### config.mk
export PLATFORM = sky130hd
export DESIGN_NAME = scale_calc_ctrl_flat
export DESIGN_NICKNAME = d
export VERILOG_FILES = /design/src/rtl/scale_calc_ctrl_if.sv /design/src/rtl/scale_calc_ctrl.sv /design/src/flat_wrapper.sv
export SDC_FILE = /design/constraint.sdc
export NUM_CORES = 1
export LEC_CHECK = 0
export CELL_PAD_IN_SITES_DETAIL_PLACEMENT = 0
export CELL_PAD_IN_SITES_GLOBAL_PLACEMENT = 1
export CORE_ASPECT_RATIO = 1.4
export CORE_MARGIN = 4
export CORE_UTILIZATION = 39
export DETAILED_ROUTE_END_ITERATION = 7
export PLACE_DENSITY = 0.79
export SYNTH_ARGS = -nofsm -noshare
export SYNTH_HDL_FRONTEND = slang
export SYNTH_SLANG_ARGS = --single-unit
### constraint.sdc
create_clock -name clk -period 3.3 [get_ports clk]
set_input_delay 0.66 -clock clk [delete_from_list [all_inputs] [get_ports clk]]
set_output_delay 0.66 -clock clk [all_outputs]
set_load 0.005 [all_outputs]
### src/rtl/scale_calc_ctrl_if.sv
// Button inputs and display-side outputs of the scale pricing controller.
interface scale_calc_ctrl_if;
  logic        btn_w, btn_p, btn_ok, btn_mode;
  logic [3:0]  weight, per;
  logic [7:0]  price, times;
  logic [15:0] sum;
  logic        state_cal, busy, sat;

  modport master (output btn_w, btn_p, btn_ok, btn_mode,
                  input  weight, per, price, times, sum, state_cal, busy, sat);
  modport slave  (input  btn_w, btn_p, btn_ok, btn_mode,
                  output weight, per, price, times, sum, state_cal, busy, sat);
endinterface

### src/rtl/scale_calc_ctrl.sv
// Scale pricing controller: button entry, shift-add price multiply, total/count accumulation.
// Optional SCALE_SAT_EN: sum/times clamp instead of wrapping and a sticky sat flag is raised.
module scale_calc_ctrl #(
  parameter int W_MAX     = 15,
  parameter int P_MAX     = 15,
  parameter int SUM_MOD   = 10000,
  parameter int TIMES_MOD = 100
) (
  input  logic clk,
  input  logic state_reset,
  scale_calc_ctrl_if.slave bus
);
  typedef enum logic [1:0] {ST_EDIT, ST_MUL, ST_ACC, ST_SHOW} state_t;

  localparam logic [3:0]  W_TOP = 4'(W_MAX);
  localparam logic [3:0]  P_TOP = 4'(P_MAX);
  localparam logic [15:0] S_MOD = 16'(SUM_MOD);
  localparam logic [7:0]  T_TOP = 8'(TIMES_MOD - 1);

  // bit order everywhere: {mode, ok, p, w}
  logic [3:0] sync1_q, sync1_d, sync2_q, sync2_d, hist_q, hist_d, edge_q, edge_d;
  state_t     state_q, state_d;
  logic [3:0] weight_q, weight_d, per_q, per_d, mplier_q, mplier_d;
  logic [7:0] price_q, price_d, times_q, times_d, mcand_q, mcand_d, acc_q, acc_d, acc_nx;
  logic [15:0] sum_q, sum_d, sum_nx;
  logic [2:0] cnt_q, cnt_d;
  logic       state_cal_q, state_cal_d;
  logic       e_w, e_p, e_ok, e_mode;
`ifdef SCALE_SAT_EN
  logic       sat_q, sat_d;
`endif

  assign {e_mode, e_ok, e_p, e_w} = edge_q;

  always_comb begin
    sync1_d     = {bus.btn_mode, bus.btn_ok, bus.btn_p, bus.btn_w};
    sync2_d     = sync1_q;
    hist_d      = sync2_q;
    edge_d      = sync2_q & ~hist_q;
    state_d     = state_q;
    weight_d    = weight_q;
    per_d       = per_q;
    price_d     = price_q;
    times_d     = times_q;
    sum_d       = sum_q;
    mcand_d     = mcand_q;
    mplier_d    = mplier_q;
    acc_d       = acc_q;
    cnt_d       = cnt_q;
    acc_nx      = acc_q + (mplier_q[0] ? mcand_q : 8'd0);
    sum_nx      = sum_q + {8'd0, price_q};
`ifdef SCALE_SAT_EN
    sat_d       = sat_q;
`endif
    unique case (state_q)
      ST_EDIT: begin
        // btn_ok owns the cycle even when it is ignored for a zero price
        if (e_ok) begin
          if (price_q != 8'd0) state_d = ST_ACC;
        end else if (e_mode) begin
          state_d = ST_SHOW;
        end else if (e_w || e_p) begin
          if (e_w) weight_d = (weight_q == W_TOP) ? 4'd0 : weight_q + 4'd1;
          if (e_p) per_d    = (per_q == P_TOP) ? 4'd0 : per_q + 4'd1;
          cnt_d   = 3'd0;
          state_d = ST_MUL;
        end
      end
      ST_MUL: begin
        if (cnt_q == 3'd0) begin
          acc_d    = 8'd0;
          mcand_d  = {4'd0, weight_q};
          mplier_d = per_q;
          cnt_d    = 3'd1;
        end else begin
          acc_d    = acc_nx;
          mcand_d  = mcand_q << 1;
          mplier_d = mplier_q >> 1;
          cnt_d    = cnt_q + 3'd1;
          if (cnt_q == 3'd4) begin
            price_d = acc_nx;
            state_d = ST_EDIT;
          end
        end
      end
      ST_ACC: begin
`ifdef SCALE_SAT_EN
        if (sum_nx >= S_MOD) begin
          sum_d = S_MOD - 16'd1;
          sat_d = 1'b1;
        end else begin
          sum_d = sum_nx;
        end
        if (times_q == T_TOP) sat_d = 1'b1;
        else                  times_d = times_q + 8'd1;
`else
        // price < SUM_MOD, so one subtract is a full modulo
        sum_d   = (sum_nx >= S_MOD) ? sum_nx - S_MOD : sum_nx;
        times_d = (times_q == T_TOP) ? 8'd0 : times_q + 8'd1;
`endif
        state_d = ST_SHOW;
      end
      ST_SHOW: begin
        if (e_ok) begin
          weight_d = 4'd0;
          per_d    = 4'd0;
          price_d  = 8'd0;
          state_d  = ST_EDIT;
        end else if (e_mode) begin
          state_d = ST_EDIT;
        end
      end
      default: state_d = ST_EDIT;
    endcase
    state_cal_d = (state_d == ST_SHOW);
  end

  always_ff @(posedge clk) begin
    if (state_reset) begin
      sync1_q     <= '0;
      sync2_q     <= '0;
      hist_q      <= '0;
      edge_q      <= '0;
      state_q     <= ST_EDIT;
      weight_q    <= '0;
      per_q       <= '0;
      price_q     <= '0;
      times_q     <= '0;
      sum_q       <= '0;
      mcand_q     <= '0;
      mplier_q    <= '0;
      acc_q       <= '0;
      cnt_q       <= '0;
      state_cal_q <= 1'b0;
`ifdef SCALE_SAT_EN
      sat_q       <= 1'b0;
`endif
    end else begin
      sync1_q     <= sync1_d;
      sync2_q     <= sync2_d;
      hist_q      <= hist_d;
      edge_q      <= edge_d;
      state_q     <= state_d;
      weight_q    <= weight_d;
      per_q       <= per_d;
      price_q     <= price_d;
      times_q     <= times_d;
      sum_q       <= sum_d;
      mcand_q     <= mcand_d;
      mplier_q    <= mplier_d;
      acc_q       <= acc_d;
      cnt_q       <= cnt_d;
      state_cal_q <= state_cal_d;
`ifdef SCALE_SAT_EN
      sat_q       <= sat_d;
`endif
    end
  end

  assign bus.weight    = weight_q;
  assign bus.per       = per_q;
  assign bus.price     = price_q;
  assign bus.times     = times_q;
  assign bus.sum       = sum_q;
  assign bus.state_cal = state_cal_q;
  assign bus.busy      = (state_q == ST_MUL);
`ifdef SCALE_SAT_EN
  assign bus.sat       = sat_q;
`else
  assign bus.sat       = 1'b0;
`endif
endmodule
### src/flat_wrapper.sv
// flat-port wrapper written by rule: the top's interface ports become plain ports
module scale_calc_ctrl_flat 
#(
  parameter int W_MAX     = 15,
  parameter int P_MAX     = 15,
  parameter int SUM_MOD   = 10000,
  parameter int TIMES_MOD = 100
)
  (clk, state_reset, bus_btn_w, bus_btn_p, bus_btn_ok, bus_btn_mode, bus_weight, bus_per, bus_price, bus_times, bus_sum, bus_state_cal, bus_busy, bus_sat);
  scale_calc_ctrl_if bus_i ();
  input  logic clk;
  input  logic state_reset;
  input wire logic [$bits(bus_i.btn_w)-1:0] bus_btn_w;
  input wire logic [$bits(bus_i.btn_p)-1:0] bus_btn_p;
  input wire logic [$bits(bus_i.btn_ok)-1:0] bus_btn_ok;
  input wire logic [$bits(bus_i.btn_mode)-1:0] bus_btn_mode;
  output wire logic [$bits(bus_i.weight)-1:0] bus_weight;
  output wire logic [$bits(bus_i.per)-1:0] bus_per;
  output wire logic [$bits(bus_i.price)-1:0] bus_price;
  output wire logic [$bits(bus_i.times)-1:0] bus_times;
  output wire logic [$bits(bus_i.sum)-1:0] bus_sum;
  output wire logic [$bits(bus_i.state_cal)-1:0] bus_state_cal;
  output wire logic [$bits(bus_i.busy)-1:0] bus_busy;
  output wire logic [$bits(bus_i.sat)-1:0] bus_sat;
  assign bus_i.btn_w = bus_btn_w;
  assign bus_i.btn_p = bus_btn_p;
  assign bus_i.btn_ok = bus_btn_ok;
  assign bus_i.btn_mode = bus_btn_mode;
  assign bus_weight = bus_i.weight;
  assign bus_per = bus_i.per;
  assign bus_price = bus_i.price;
  assign bus_times = bus_i.times;
  assign bus_sum = bus_i.sum;
  assign bus_state_cal = bus_i.state_cal;
  assign bus_busy = bus_i.busy;
  assign bus_sat = bus_i.sat;
  scale_calc_ctrl #(.W_MAX(W_MAX), .P_MAX(P_MAX), .SUM_MOD(SUM_MOD), .TIMES_MOD(TIMES_MOD)) u_core (.clk(clk), .state_reset(state_reset), .bus(bus_i));
endmodule
Yosys cells after proc, flatten, opt, wreduce, memory -nomap -nowiden

Index checks and enable logic that the tools add are counted.

Output and inout bits: 43
Register bits after elaboration: 82
Logic and storage cells: 89

$lt $le $gt $ge: 1
Bitwise operators: 2
$add $sub $neg: 7
Eq/ne operators: 16
Multiplexer cells: 37
Reductions and logical operators: 11

Operators by type and width:

| operator                                              | count |
|---|---|
| two-way mux 8 bit                                     | 7 |
| two-way mux 4 bit                                     | 12 |
| adder 16 x 8 -> 16 bit                                | 1 |
| >= comparator 16 x 14 -> 1 bit, second input constant | 1 |
| two-way mux 16 bit                                    | 1 |
| two-way mux 2 bit                                     | 8 |
| case mux 4 bit (2 select lines)                       | 2 |
| case mux 8 bit (2 select lines)                       | 1 |
| subtractor 16 x 14 -> 16 bit, second input constant   | 1 |
| two-way mux 3 bit                                     | 4 |
| AND reduction 6 bit                                   | 2 |
| != test 2 x 1 -> 1 bit, second input constant         | 5 |
| adder 4 x 1 -> 4 bit, second input constant           | 2 |
| adder 8 x 1 -> 8 bit, second input constant           | 1 |
| adder 8 bit                                           | 1 |
| equality test 4 bit, second input constant            | 2 |
| equality test 8 x 7 -> 1 bit, second input constant   | 1 |
| case mux 2 bit (4 select lines)                       | 1 |
| AND reduction 4 bit                                   | 2 |
| nonzero test 8 bit                                    | 1 |
| equality test 2 bit, second input constant            | 3 |
| != test 2 bit, second input constant                  | 3 |
| case mux 3 bit (2 select lines)                       | 1 |
| nonzero test 2 bit                                    | 3 |
| other kinds (8)                                       | 8 |

Depth between registers and ports, before layout

Depth after elaboration: 7
Mapped depth: 14

Worst setup path after synthesis

Ideal clock, no wire load.

Path type: reg-to-reg
From: register u_core.sum_q[0] (netlist: u_core.bus.sum[0])
To: register u_core.sum_q[12] (netlist: u_core.bus.sum[12])
Data required time: 3.179 ns
Clock period less this slack: 3.187 ns
Buffers on the path: 0
Library setup time: 0.121 ns
Stages on the path, launching flop included: 12
Path slack: 0.113 ns
Arrival time: 3.065 ns
Path through: dfxtp_1 -> ha_1 -> fa_1 -> a211o_1 -> a21oi_1 -> o21ai_1 -> o32a_1 -> o211ai_2 -> nand3_2 -> and3_1 -> o41a_1 -> mux2_4

Cells in the longest elaborated chain, start to end: 3
Elaborated cells between the ends (all ways): 4

RTL lines:

| item                                                                                  | RTL line               | RTL |
|---|---|---|
| start: declaration                                                                    | scale_calc_ctrl.sv:25  | `logic [15:0] sum_q, sum_d, sum_nx;` |
| start signal: assignment                                                              | scale_calc_ctrl.sv:148 | `sum_q <= sum_d;` |
| adder 16 x 8 -> 16 bit *                                                              | scale_calc_ctrl.sv:51  | `sum_nx = sum_q + {8'd0, price_q};` |
| subtractor 16 x 14 -> 16 bit / >= comparator 16 x 14 -> 1 bit (equally long branches) | scale_calc_ctrl.sv:98  | `sum_d = (sum_nx >= S_MOD) ? sum_nx - S_MOD : sum_nx;` |
| two-way mux 16 bit *                                                                  | scale_calc_ctrl.sv:98  |  |

Every way passes the cells marked *; elsewhere a longest branch is shown, timed or not.
A chain may end at the register's enable or synchronous reset.

Final worst setup path

Ends and elaborated chain as after synthesis.

==> flow_summary.yaml <==
sta:
  skew_ns: 0.00985
  rsz0062_at_grt: "yes"
  period_share_pct: 96.6
  tightest_slew_ns: 0.739
  fin_crit_ns: 3.19
  drv_slew: 0
  fmaxAchievable_ghz: 0.314
  slew_headroom_pct: 50.6
  fin_setup_tns_ns: 0
  final-setup-viol-count: 0
  hold_viol: 0
clocking:
  cts-root-buf: "clkbuf_16"
  htree_levels: 3
  worstSkewPairLatency_ns: 0.34
  cts_tree: "yes"
  path_clk_slew_ns: 0.07
  cts_num_sinks: 82
  numCtsBuffers: 9
  postCtsHoldBufs: 0
  clock_path_buffers: 2
worst_hold_path:
  hold_class: "flip-flop to flip-flop"
layout:
  n_antenna_cell: 0
  drive_gt1_share_pct: 13.4
  area_growth_pct: 24.2
  stdcell_count: 734
  nets: 615
worst_setup_path:
  cp_num_cells: 11
  path_max_fanout: 5
  slowest_stage: "fa_2"
  crit_end: "u_core.bus.sum[12]$_SDFFE_PP0P_"
  ff2ff_path_depth: 11
  end_kind: "flip-flop"
  arrival_ns: 3.42
  critPathKind: "flip-flop to flip-flop"
  critPathBufInv: 0
  startpoint_type: "flip-flop"
  worstSetupStartpoint: "u_core.bus.sum[0]$_SDFFE_PP0P_"
  reg2reg_slack_ns: 0.11
  r2r_end: "u_core.bus.sum[12]$_SDFFE_PP0P_"
  crit_chain: "ha_2 -> fa_2 -> a211o_4 -> a21oi_4 -> o21ai_2 -> o32a_1 -> o211ai_2 -> nand3_2 -> and3_1 -> o41a_1 -> mux2_4"
  r2r-start: "u_core.bus.sum[0]$_SDFFE_PP0P_"
  crit_required_ns: 3.53
  cp_top_family: "compound AO/OA/AOI/OAI gates"
  max_stage_delay_ns: 0.39
placement:
  gp_congestion: 0.892
  port_buffers: 47
  place_hpwl_um: 8470
  dp.cells: 716
synth:
  ys_types: 71
  yosysMostFrequentCell: "dfxtp_1"
  ys_top_cells_by_count: "dfxtp_1, nor2_1, a21oi_1"
  ys_async_sr_fraction_pct: 0
  yosysTopAreaCellShare_pct: 36.4
  synth_warnings: 0
  synth_cells: 526
  synth_area_um2: 4500
  ys_seq_elements: 82
  synth_area_per_cell_um2: 8.56
  synthFlopType: "dfxtp_1"
  yosysTopAreaCell: "dfxtp_1"
  synth_area_leaders: "dfxtp_1, ha_1, nor2_1"
  synth_fp_nets: 556
  yosysSeqAreaShare_pct: 36.4
  synth_edf_count: 0
floorplan:
  die_w_um: 98.8
  core_um2: 11300
  die_area_um2: 13400
  fp.dieH_um: 135
  rows: 46
  ioPinCount: 49
  initial_core_util_pct: 39.7
grt:
  grt_max_degree: 68
  grt.total_usage_pct: 17.3
  grt-ovfl-total: 0
  grt_antenna_before_repair: 0
  grt_pass1_wl_um: 18900
  grt_pass1_vias: 3922
detailed_routing:
  initialDrtViolationCount: 140
  detail-route-antenna-nets: 0
  via_per_inst: 5.43
  drc: 0
  wl_per_cell_um: 15.6
  first_pass_iters: 5
  drt-total-wl_um: 11500
  num_vias: 3985
power:
  ir_drop_mv: 0.270
  p_leak_nw: 2.15
  power.density_nw_per_um2: 398
flow_run:
  cap_viol_max_count: 0
outcome:
  outcome: "complete, no violations"
[worst reg2reg max path, cell delays in order (launching register included)]
cell      delay (ns)
dfxtp_1         0.32
ha_2            0.21
fa_2            0.39
a211o_4         0.39
a21oi_4         0.17
o21ai_2         0.11
o32a_1          0.39
o211ai_2        0.16
nand3_2         0.13
and3_1          0.20
o41a_1          0.33
mux2_4          0.30
[area by class of cell]
class | instances | area [um^2]
clock buffers | 9 | 225
fillers | 1087 | 5740
multi-input cells | 404 | 2750
clock inverters | 7 | 76.3
repair buffers | 74 | 668
inverters | 14 | 52.6
flip-flops and latches | 82 | 1640
well taps | 144 | 180
[worst min path at each step]
stage	from	end	cells past startpoint
global route	u_core.hist_q[3]$_SDFF_PP0_	u_core.edge_q[3]$_SDFF_PP0_	1
CTS	u_core.hist_q[3]$_SDFF_PP0_	u_core.edge_q[3]$_SDFF_PP0_	1
detailed placement	u_core.hist_q[2]$_SDFF_PP0_	u_core.edge_q[2]$_SDFF_PP0_	1
global placement	u_core.hist_q[3]$_SDFF_PP0_	u_core.edge_q[3]$_SDFF_PP0_	1
finish	u_core.hist_q[3]$_SDFF_PP0_	u_core.edge_q[3]$_SDFF_PP0_	1
floorplan	u_core.hist_q[0]$_SDFF_PP0_	u_core.edge_q[0]$_SDFF_PP0_	1
[cells in the final DEF, fill, tap and decap left out, types with 13 or more instances in the layout]
master / netlist / layout
dfxtp_1: 82 / 81
nor2_1: 73 / 73
clkdlybuf4s50_1: 0 / 46
nand2_1: 34 / 34
a21oi_1: 35 / 33
buf_4: 1 / 27
a22oi_1: 23 / 23
ha_1: 22 / 20
nor2b_1: 18 / 18
xnor2_1: 17 / 17
nand3_1: 14 / 14
nor3_1: 13 / 13
a211oi_1: 13 / 13
[report_power, final]
| part | switching [mW] | internal, mW |
|---|---|---|
| sequential | 0.0216 | 1.01 |
| clock | 0.468 | 0.539 |
| combinational | 0.107 | 0.0759 |
| total | 0.597 | 1.63 |
[registers in the layout, summed over array words and instances (netlist names), 3 cells and up]
signal,count
u_core.hist_q,4
u_core.bus.sum,16
u_core.edge_q,4
u_core.acc_q,8
u_core.mcand_q,8
u_core.bus.weight,4
u_core.mplier_q,4
u_core.bus.times,8
u_core.cnt_q,3
u_core.hist_d,4
u_core.bus.price,8
u_core.sync1_q,4
u_core.bus.per,4
[per-layer routing]
metal / up-vias / share of wire, % / global-route usage [%]
li1: 2017 / - / -
met3: 8 / 2.7 / 3.25
met5: - / 0 / 0
met2: 57 / 54 / 31.8
met1: 1903 / 42 / 20.0
met4: 0 / 1.1 / 5.62
[cell families after synthesis]
| group | share of synthesized area (%) |
|---|---|
| AO/OA/AOI/OAI | 22.4 |
| XOR/XNOR | 5.58 |
| adder cells (fa/ha/maj) | 7.00 |
| buffers and inverters | 3.58 |
| flip-flops | 36.4 |
| multiplexers | 2.17 |
| other | 0.0833 |
| AND/OR/NAND/NOR | 22.8 |
[per-stage QoR]
stage	total power [mW]	util (%)	cell area (um^2)	hold slack [ns]	worst slack, ns
after floorplan	1.17	-	4500	0.367	0.113
after global placement	1.24	46.1	5230	0.375	0.0375
after detailed placement	1.24	46.1	5230	0.381	0.00600
after CTS	2.26	48.8	5530	0.390	0.0285
after global routing	2.31	49.3	5590	0.399	-0.0163
final	2.23	49.3	5590	0.384	0.111
[what timing repair did]
action,in CTS,in global routing
setup buffers,0,2
gates resized for setup,0,12
cloned,0,0
endpoints found under the setup margin,1,12
pin swaps,1,7
(Power assumes the default switching activity.)
